$ cat config.mk
export PLATFORM = sky130hd
export DESIGN_NAME = uart_tx_sched
export DESIGN_NICKNAME = d
export VERILOG_FILES = /design/src/rtl/uart_pkg.sv /design/src/rtl/rr_arbiter.sv /design/src/rtl/uart_tx_sched.sv
export SDC_FILE = /design/constraint.sdc
export NUM_CORES = 1
export LEC_CHECK = 0
export CORE_MARGIN = 1.5
export CORE_UTILIZATION = 41
export DETAILED_ROUTE_END_ITERATION = 10
export PLACE_DENSITY = 0.85
export SLEW_MARGIN = 0
export SYNTH_ARGS = -nofsm -noshare
export SYNTH_HDL_FRONTEND = slang
export SYNTH_HIERARCHICAL = 1
export SYNTH_SLANG_ARGS = --single-unit
$ cat constraint.sdc
create_clock -name clk -period 3.9 [get_ports clk]
set_clock_uncertainty 0.2 [all_clocks]
set_input_delay 0.78 -clock clk [delete_from_list [all_inputs] [get_ports clk]]
set_output_delay 0.78 -clock clk [all_outputs]
set_load 0.005 [all_outputs]
$ cat src/rtl/uart_pkg.sv
// Shared definitions for the UART transmit path.
//   ST_IDLE / ST_LAUNCH / ST_WAIT : one-hot scheduler state encodings (3 bits)
//   UART_BITS_PER_DATA            : default byte width of the transmitter
//   clog2()                       : ceiling log2 used for index and counter widths
package uart_pkg;

  localparam logic [2:0] ST_IDLE   = 3'b001;
  localparam logic [2:0] ST_LAUNCH = 3'b010;
  localparam logic [2:0] ST_WAIT   = 3'b100;

  localparam int unsigned UART_BITS_PER_DATA = 8;

  // Minimum of 1 so that a 1-entry space still gets a 1-bit index.
  function automatic int unsigned clog2(input int unsigned v);
    int unsigned r;
    r = 0;
    for (int unsigned p = 1; p < v; p = p << 1) begin
      r = r + 1;
    end
    if (r == 0) r = 1;
    return r;
  endfunction

endpackage

$ cat src/rtl/rr_arbiter.sv
// Combinational round-robin arbiter.
// Ports:
//   req_valid  in   NUM_REQ        pending requests
//   rr_ptr     in   clog2(NUM_REQ) highest-priority requester this round
//   grant_oh   out  NUM_REQ        one-hot grant (all zero when nothing pending)
//   grant_idx  out  clog2(NUM_REQ) encoded grant (0 when nothing pending)
//   any_req    out  1              at least one request pending
module rr_arbiter
  import uart_pkg::*;
#(
  parameter int unsigned NUM_REQ = 4
) (
  input  logic [NUM_REQ-1:0]        req_valid,
  input  logic [clog2(NUM_REQ)-1:0] rr_ptr,
  output logic [NUM_REQ-1:0]        grant_oh,
  output logic [clog2(NUM_REQ)-1:0] grant_idx,
  output logic                      any_req
);

  localparam int unsigned GW = clog2(NUM_REQ);

  int unsigned idx;
  logic        found;

  // Walk upward from rr_ptr with wrap; first set bit wins.
  always_comb begin
    grant_oh  = '0;
    grant_idx = '0;
    any_req   = |req_valid;
    found     = 1'b0;
    idx       = 0;
    for (int unsigned k = 0; k < NUM_REQ; k++) begin
      idx = (32'(rr_ptr) + k) % NUM_REQ;
      if (!found && req_valid[idx]) begin
        found         = 1'b1;
        grant_oh[idx] = 1'b1;
        grant_idx     = GW'(idx);
      end
    end
  end

endmodule

$ cat src/rtl/uart_tx_sched.sv
// Round-robin scheduler sharing one UART transmitter between NUM_REQ byte
// producers. Captures the granted byte, fires a one-cycle tx_start, holds
// tx_data for the whole frame and waits for tx_done before the next grant.
// Optional feature macro: UART_TX_SCHED_TIMEOUT_EN (abort WAIT after
// TIMEOUT_CYCLES cycles without tx_done and pulse timeout_err).
// Ports:
//   clk          in   1                       clock
//   reset        in   1                       asynchronous active-high reset
//   req_valid    in   NUM_REQ                 requester i has a byte pending
//   req_data     in   NUM_REQ*BITS_PER_DATA   byte i at [i*BITS_PER_DATA +: BITS_PER_DATA]
//   req_ready    out  NUM_REQ                 one-hot pulse: byte i captured
//   tx_start     out  1                       single-cycle start to transmitter
//   tx_data      out  BITS_PER_DATA           byte to transmitter d_in, held per frame
//   tx_done      in   1                       frame complete from transmitter
//   grant_id     out  clog2(NUM_REQ)          owner of the current / last frame
//   busy         out  1                       high in LAUNCH and WAIT
//   timeout_err  out  1                       pulse when a frame is aborted by timeout
module uart_tx_sched
  import uart_pkg::*;
#(
  parameter int unsigned NUM_REQ        = 4,
  parameter int unsigned BITS_PER_DATA  = UART_BITS_PER_DATA,
  parameter int unsigned TIMEOUT_CYCLES = 65536
) (
  input  logic                              clk,
  input  logic                              reset,
  input  logic [NUM_REQ-1:0]                req_valid,
  input  logic [NUM_REQ*BITS_PER_DATA-1:0]  req_data,
  output logic [NUM_REQ-1:0]                req_ready,
  output logic                              tx_start,
  output logic [BITS_PER_DATA-1:0]          tx_data,
  input  logic                              tx_done,
  output logic [clog2(NUM_REQ)-1:0]         grant_id,
  output logic                              busy,
  output logic                              timeout_err
);

  localparam int unsigned GW = clog2(NUM_REQ);

  if (NUM_REQ < 2 || NUM_REQ > 8) begin : g_bad_num_req
    $error("uart_tx_sched: NUM_REQ must be in 2..8");
  end
  if (TIMEOUT_CYCLES < 2) begin : g_bad_timeout
    $error("uart_tx_sched: TIMEOUT_CYCLES must be at least 2");
  end

  logic [2:0]               state;
  logic [GW-1:0]            rr_ptr;
  logic [NUM_REQ-1:0]       grant_oh_q;

  logic [NUM_REQ-1:0]       arb_oh;
  logic [GW-1:0]            arb_idx;
  logic                     arb_any;
  logic [BITS_PER_DATA-1:0] arb_data;

  rr_arbiter #(
    .NUM_REQ (NUM_REQ)
  ) u_arb (
    .req_valid (req_valid),
    .rr_ptr    (rr_ptr),
    .grant_oh  (arb_oh),
    .grant_idx (arb_idx),
    .any_req   (arb_any)
  );

  always_comb begin
    arb_data = req_data[arb_idx*BITS_PER_DATA +: BITS_PER_DATA];
  end

  // Outputs decode straight from flops so an async reset clears them at once.
  assign tx_start  = (state == ST_LAUNCH);
  assign busy      = (state != ST_IDLE);
  assign req_ready = (state == ST_LAUNCH) ? grant_oh_q : '0;

`ifdef UART_TX_SCHED_TIMEOUT_EN
  localparam int unsigned TW = clog2(TIMEOUT_CYCLES + 1);
  localparam logic [TW-1:0] TO_LAST = TW'(TIMEOUT_CYCLES - 1);

  logic [TW-1:0] to_cnt;
  logic          to_err_q;

  assign timeout_err = to_err_q;
`else
  assign timeout_err = 1'b0;
`endif

  always_ff @(posedge clk or posedge reset) begin
    if (reset) begin
      state      <= ST_IDLE;
      rr_ptr     <= '0;
      grant_oh_q <= '0;
      grant_id   <= '0;
      tx_data    <= '0;
`ifdef UART_TX_SCHED_TIMEOUT_EN
      to_cnt     <= '0;
      to_err_q   <= 1'b0;
`endif
    end else begin
`ifdef UART_TX_SCHED_TIMEOUT_EN
      to_err_q <= 1'b0;
`endif
      case (state)
        ST_IDLE: begin
          if (arb_any) begin
            tx_data    <= arb_data;
            grant_id   <= arb_idx;
            grant_oh_q <= arb_oh;
            rr_ptr     <= GW'((32'(arb_idx) + 1) % NUM_REQ);
            state      <= ST_LAUNCH;
          end
        end
        ST_LAUNCH: begin
          state <= ST_WAIT;
`ifdef UART_TX_SCHED_TIMEOUT_EN
          to_cnt <= '0;
`endif
        end
        ST_WAIT: begin
          // tx_done takes precedence over a timeout landing in the same cycle.
          if (tx_done) begin
            state <= ST_IDLE;
          end
`ifdef UART_TX_SCHED_TIMEOUT_EN
          else if (to_cnt == TO_LAST) begin
            state    <= ST_IDLE;
            to_err_q <= 1'b1;
          end else begin
            to_cnt <= to_cnt + 1'b1;
          end
`endif
        end
        default: state <= ST_IDLE;
      endcase
    end
  end

endmodule

==> results.md <==
| Group | Quantity | Reported |
| --- | --- | --- |
| die | Height of the chip | 62.47 microns |
| sta | Worst hold margin | 0.3080 ns |
| worst hold path | Origin of the worst min-delay path | grant_oh_q[3] |
| placed design | HPWL after detailed placement | 2815 microns |
| sta | Measured slew at the worst slew-check pin | 0.7082 ns |
| grt | Via count of the first global-routing pass | 1,187 |
| worst setup path | Category of the worst setup path launch point | flop |
| die | Die area | 3903 sq um |
| power | Power density over the cells | 852.5 nW/um^2 |
| sta | Worst setup slack after layout | 0.5496 ns |
| layout | Fraction of final layout cells with drive strength greater than 1 | 25.15% |
| layout | Layout area overhead | 43.14% |
| grt | Routing layer with the top usage in global route | met2 |
| grt | Global-route wire length before repair | 5892 microns |
| grt | M1 GR Usage | 22.11% |
| routing | Wire length per cell after detailed routing | 16.04 microns |
| placed design | I/O Buffers | 54 |
| clock network | Postcts setup bufs | 0 |
| routing | Number of detailed-routing iterations run before antenna repair | 4 |
| sta | Final Hold Fails | 0 |
| worst setup path | Worst path arrival time | 3.34 ns |
| worst setup path | Crit Path Max Fanout | 11 |
| clock network | Clock Sink Count | 19 |
| routing | Via/cell ratio | 5.346 |
| sta | Setup TNS | 0 ns |
| placed design | Global placer's final weighted congestion | 0.8776 |
| worst hold path | Worst hold endpoint | grant_oh_q[3] |
| sta | Unrepaired setup endpoints after global routing | false |
| synthesis | Net Count, Synth | 159 |
| worst setup path | Startpoint of the worst register-to-register path | rr_ptr[1] |
| grt | Global-route track usage on met2 | 35.22% |
| worst hold path | Hold WC Path Type | flop to flop |
| synthesis | Top cell type by total area after synthesis | sky130_fd_sc_hd__dfrtp_1 |
| flow run | Max-capacitance violation count | 0 |
| clock network | Post-CTS Hold Fix Bufs | 0 |
| worst setup path | Reg2reg end | tx_data[3] |
| layout | Most common library cell in the layout ignoring fill and taps | sky130_fd_sc_hd__clkdlybuf4s50_1 |
| sta | Relative slew slack | 52.74% |
| sta | FMAX | 298.5 MHz |
| synthesis | Cells after Synth | 115 |
| layout | Highest-count cells in the layout ignoring fill and taps | 54 x sky130_fd_sc_hd__clkdlybuf4s50_1, 18 x sky130_fd_sc_hd__dfrtp_1, 10 x sky130_fd_sc_hd__mux4_2, 8 x sky130_fd_sc_hd__a22oi_1 |
| die | Chip Width | 62.47 microns |
| synthesis | Mean instance size in the synthesized netlist | 12.61 sq um |
| worst setup path | Top Family by Delay on Critical Path | multiplexers |
| sta | Final setup viols | 0 |
| worst setup path | Series of cell instances along the critical path | inv_1 -> ha_1 -> mux4_2 -> nor2b_4 -> o21ai_0 -> o31ai_2 -> buf_4 -> mux4_1 -> mux2_2 |
| clock network | Post-cts sizing count | 0 |
| grt | Total global-route track usage | 19.14% |
| clock network | CTS H-Tree Depth | 1 |
| synthesis | Number of warnings printed during yosys synthesis | 6 |
| grt | Global-route congestion overflow total | 0 |
| grt | Number of antenna violations at the first check in global routing | 0 |
| clock network | CTS tree | built |
| layout | Post-layout nets | 216 |
| power | Leakage | 0.8524 nW |
| synthesis | Number of distinct standard cells referenced by the synthesized netlist | 42 |
| layout | ANT cells | 0 |
| die | Initial core utilization | 43.12% |
| die | Row cnt | 21 |
| synthesis | Synthesis-stage register bit count | 19 |
| clock network | Reg clk slew, reported paths | 0.11 ns |
| synthesis | Portion of the post-synthesis area used by sequential elements | 32.87% |
| worst setup path | CP max stage delay | 0.58 ns |
| sta | Final max-slew violation count | 0 |
| synthesis | Dominant cells by area after synthesis | sky130_fd_sc_hd__dfrtp_1 31%, sky130_fd_sc_hd__mux4_2 16%, sky130_fd_sc_hd__mux2_4 7.2% |
| placed design | Post-placement worst setup slack | 0.2215 ns |
| worst setup path | Required time of the critical path | 3.89 ns |
| die | Boundary pin count | 56 |
| synthesis | Fraction of synthesized cell area taken by the top area cell type | 31.06% |
| worst setup path | Critical path capture point type | flop |
| worst setup path | Library cell contributing the largest single delay on the critical path | sky130_fd_sc_hd__dfrtp_1 |
| sta | Part of the cycle the worst path needs | 85.91% |
| power | Worst vdd ir | 0.0003871 V |
| outcome | Status | completed |
| grt | Met3 Use GR | 4.505% |
| grt | Largest net degree at the start of global routing | 20 |
| worst setup path | Buffering stage count on the worst path with inverters included | 2 |
| worst setup path | Path depth of the worst reg2reg path | 9 |
| clock network | Master cell of the clock root buffer | sky130_fd_sc_hd__clkbuf_4 |
| die | CORE AREA | 3363 sq um |
| routing | Total Routed Length | 3481 microns |
| worst hold path | Hold Path Cell Cnt | 1 |
| routing | DR iter-0 viols | 63 |
| routing | Number of remaining DRC errors | 0 |
| synthesis | Post-synthesis cell area | 1450 sq um |
| clock network | Insertion delay to the later sink of the worst-skew pair | 0.30 ns |
| routing | Post-DRT Antenna Nets | 0 |
| clock network | Number of clock buffers inserted by TritonCTS | 3 |
| worst setup path | Critical path class | flop to flop |
| worst setup path | Worst R2R Setup Slack | 0.55 ns |
| routing | Via count | 1,160 |
| sta | Shortest clock period the worst path allows after layout | 3.350 ns |
| clock network | Maximum buffer depth of the clock tree | 2 |
[registers in the layout, summed over array words and instances, names as in the netlist]
register,count
grant_oh_q,4
rr_ptr,2
state,3
tx_data,8
grant_id,2
[Yosys cell counts (all sizes together)]
cell type and number:
dfrtp 18, nor4bb 1, nor2b 1, dfstp 1, clkbuf 3, ha 5
nor3 2, xnor2 1, nand2 3, nand3b 1, a21oi 2, or4 1
or3b 2, conb 1, mux2i 3, a22oi 8, nor3b 1, inv 5
o22ai 1, and3 1, and2 4, nor2 4, o21a 1, o211ai 1
mux4 12, mux2 14, nand2b 2, buf 6, o21ai 8, o31ai 1
nand3 1
[cell families (layout without fill, tap and decap cells)]
group	Yosys count	after routing	synth area share, %
other	1	1	0.2586
and+or+nand+nor	24	24	11.91
DFF	19	19	32.87
adders and majority gates	5	5	4.314
xor gates and xnor gates	1	1	0.6041
AOI/OAI and AO/OA	22	22	9.837
muxes	29	29	33.91
buffers and inverters	14	70	6.298
[metrics by stage]
step / area [sq um] / util (%) / power (mW) / instances
after floorplan: 1450 / - / 1.316 / 115
after global placement: 2048 / 60.90 / 1.612 / 213
after detailed placement: 2048 / 60.90 / 1.679 / 213
after CTS: 2076 / 61.72 / 1.780 / 217
after global routing: 2076 / 61.72 / 1.899 / 217
final: 2076 / 61.72 / 1.770 / 217
[layer usage]
metal	routed length [microns]	up-vias	part of all wire [%]
met2	1973	27	57
met5	0	-	0
li1	-	548	-
met1	1349	579	39
met3	93	6	2.7
met4	63	0	1.8
[worst max-delay path by stage]
| stage | from | depth (start not counted) | to |
|---|---|---|---|
| 6_report | rr_ptr[1] | 9 | tx_data[3] |
| 5_1_grt | rr_ptr[1] | 9 | tx_data[3] |
| 4_1_cts | rr_ptr[1] | 9 | tx_data[3] |
| 3_5_place_dp | req_valid[1] | 8 | tx_data[3] |
| 3_3_place_gp | req_valid[1] | 8 | tx_data[3] |
| 2_1_floorplan | rr_ptr[1] | 12 | tx_data[4] |
[report_power, final]
part / switching [mW] / internal (mW) / total [mW]
clock network: 0.0610 / 0.0382 / 0.0993
registers: 0.0780 / 0.302 / 0.380
logic: 0.527 / 0.763 / 1.29
total: 0.666 / 1.10 / 1.77
[worst reg2reg max path: cells and delay by family (launching register included)]
kind,cells,cell delay (ns)
muxes,3,1.25
and+or+nand+nor,1,0.14
AOI/OAI and AO/OA,2,0.21
DFF,1,0.58
adders and majority gates,1,0.46
buffers and inverters,2,0.40
[area by class of cell]
cell class                      instances  area (sq um)
Fill cell                             277          1287
Sequential cell                        19         476.7
Clock buffer                            3         22.52
Multi-Input combinational cell         82         902.1
Timing Repair Buffer                   61         593.1
Tap cell                               46         57.56
Inverter                                5         18.77
Clock inverter                          1         5.005
No activity file was read; power rests on OpenSTA's default activity.
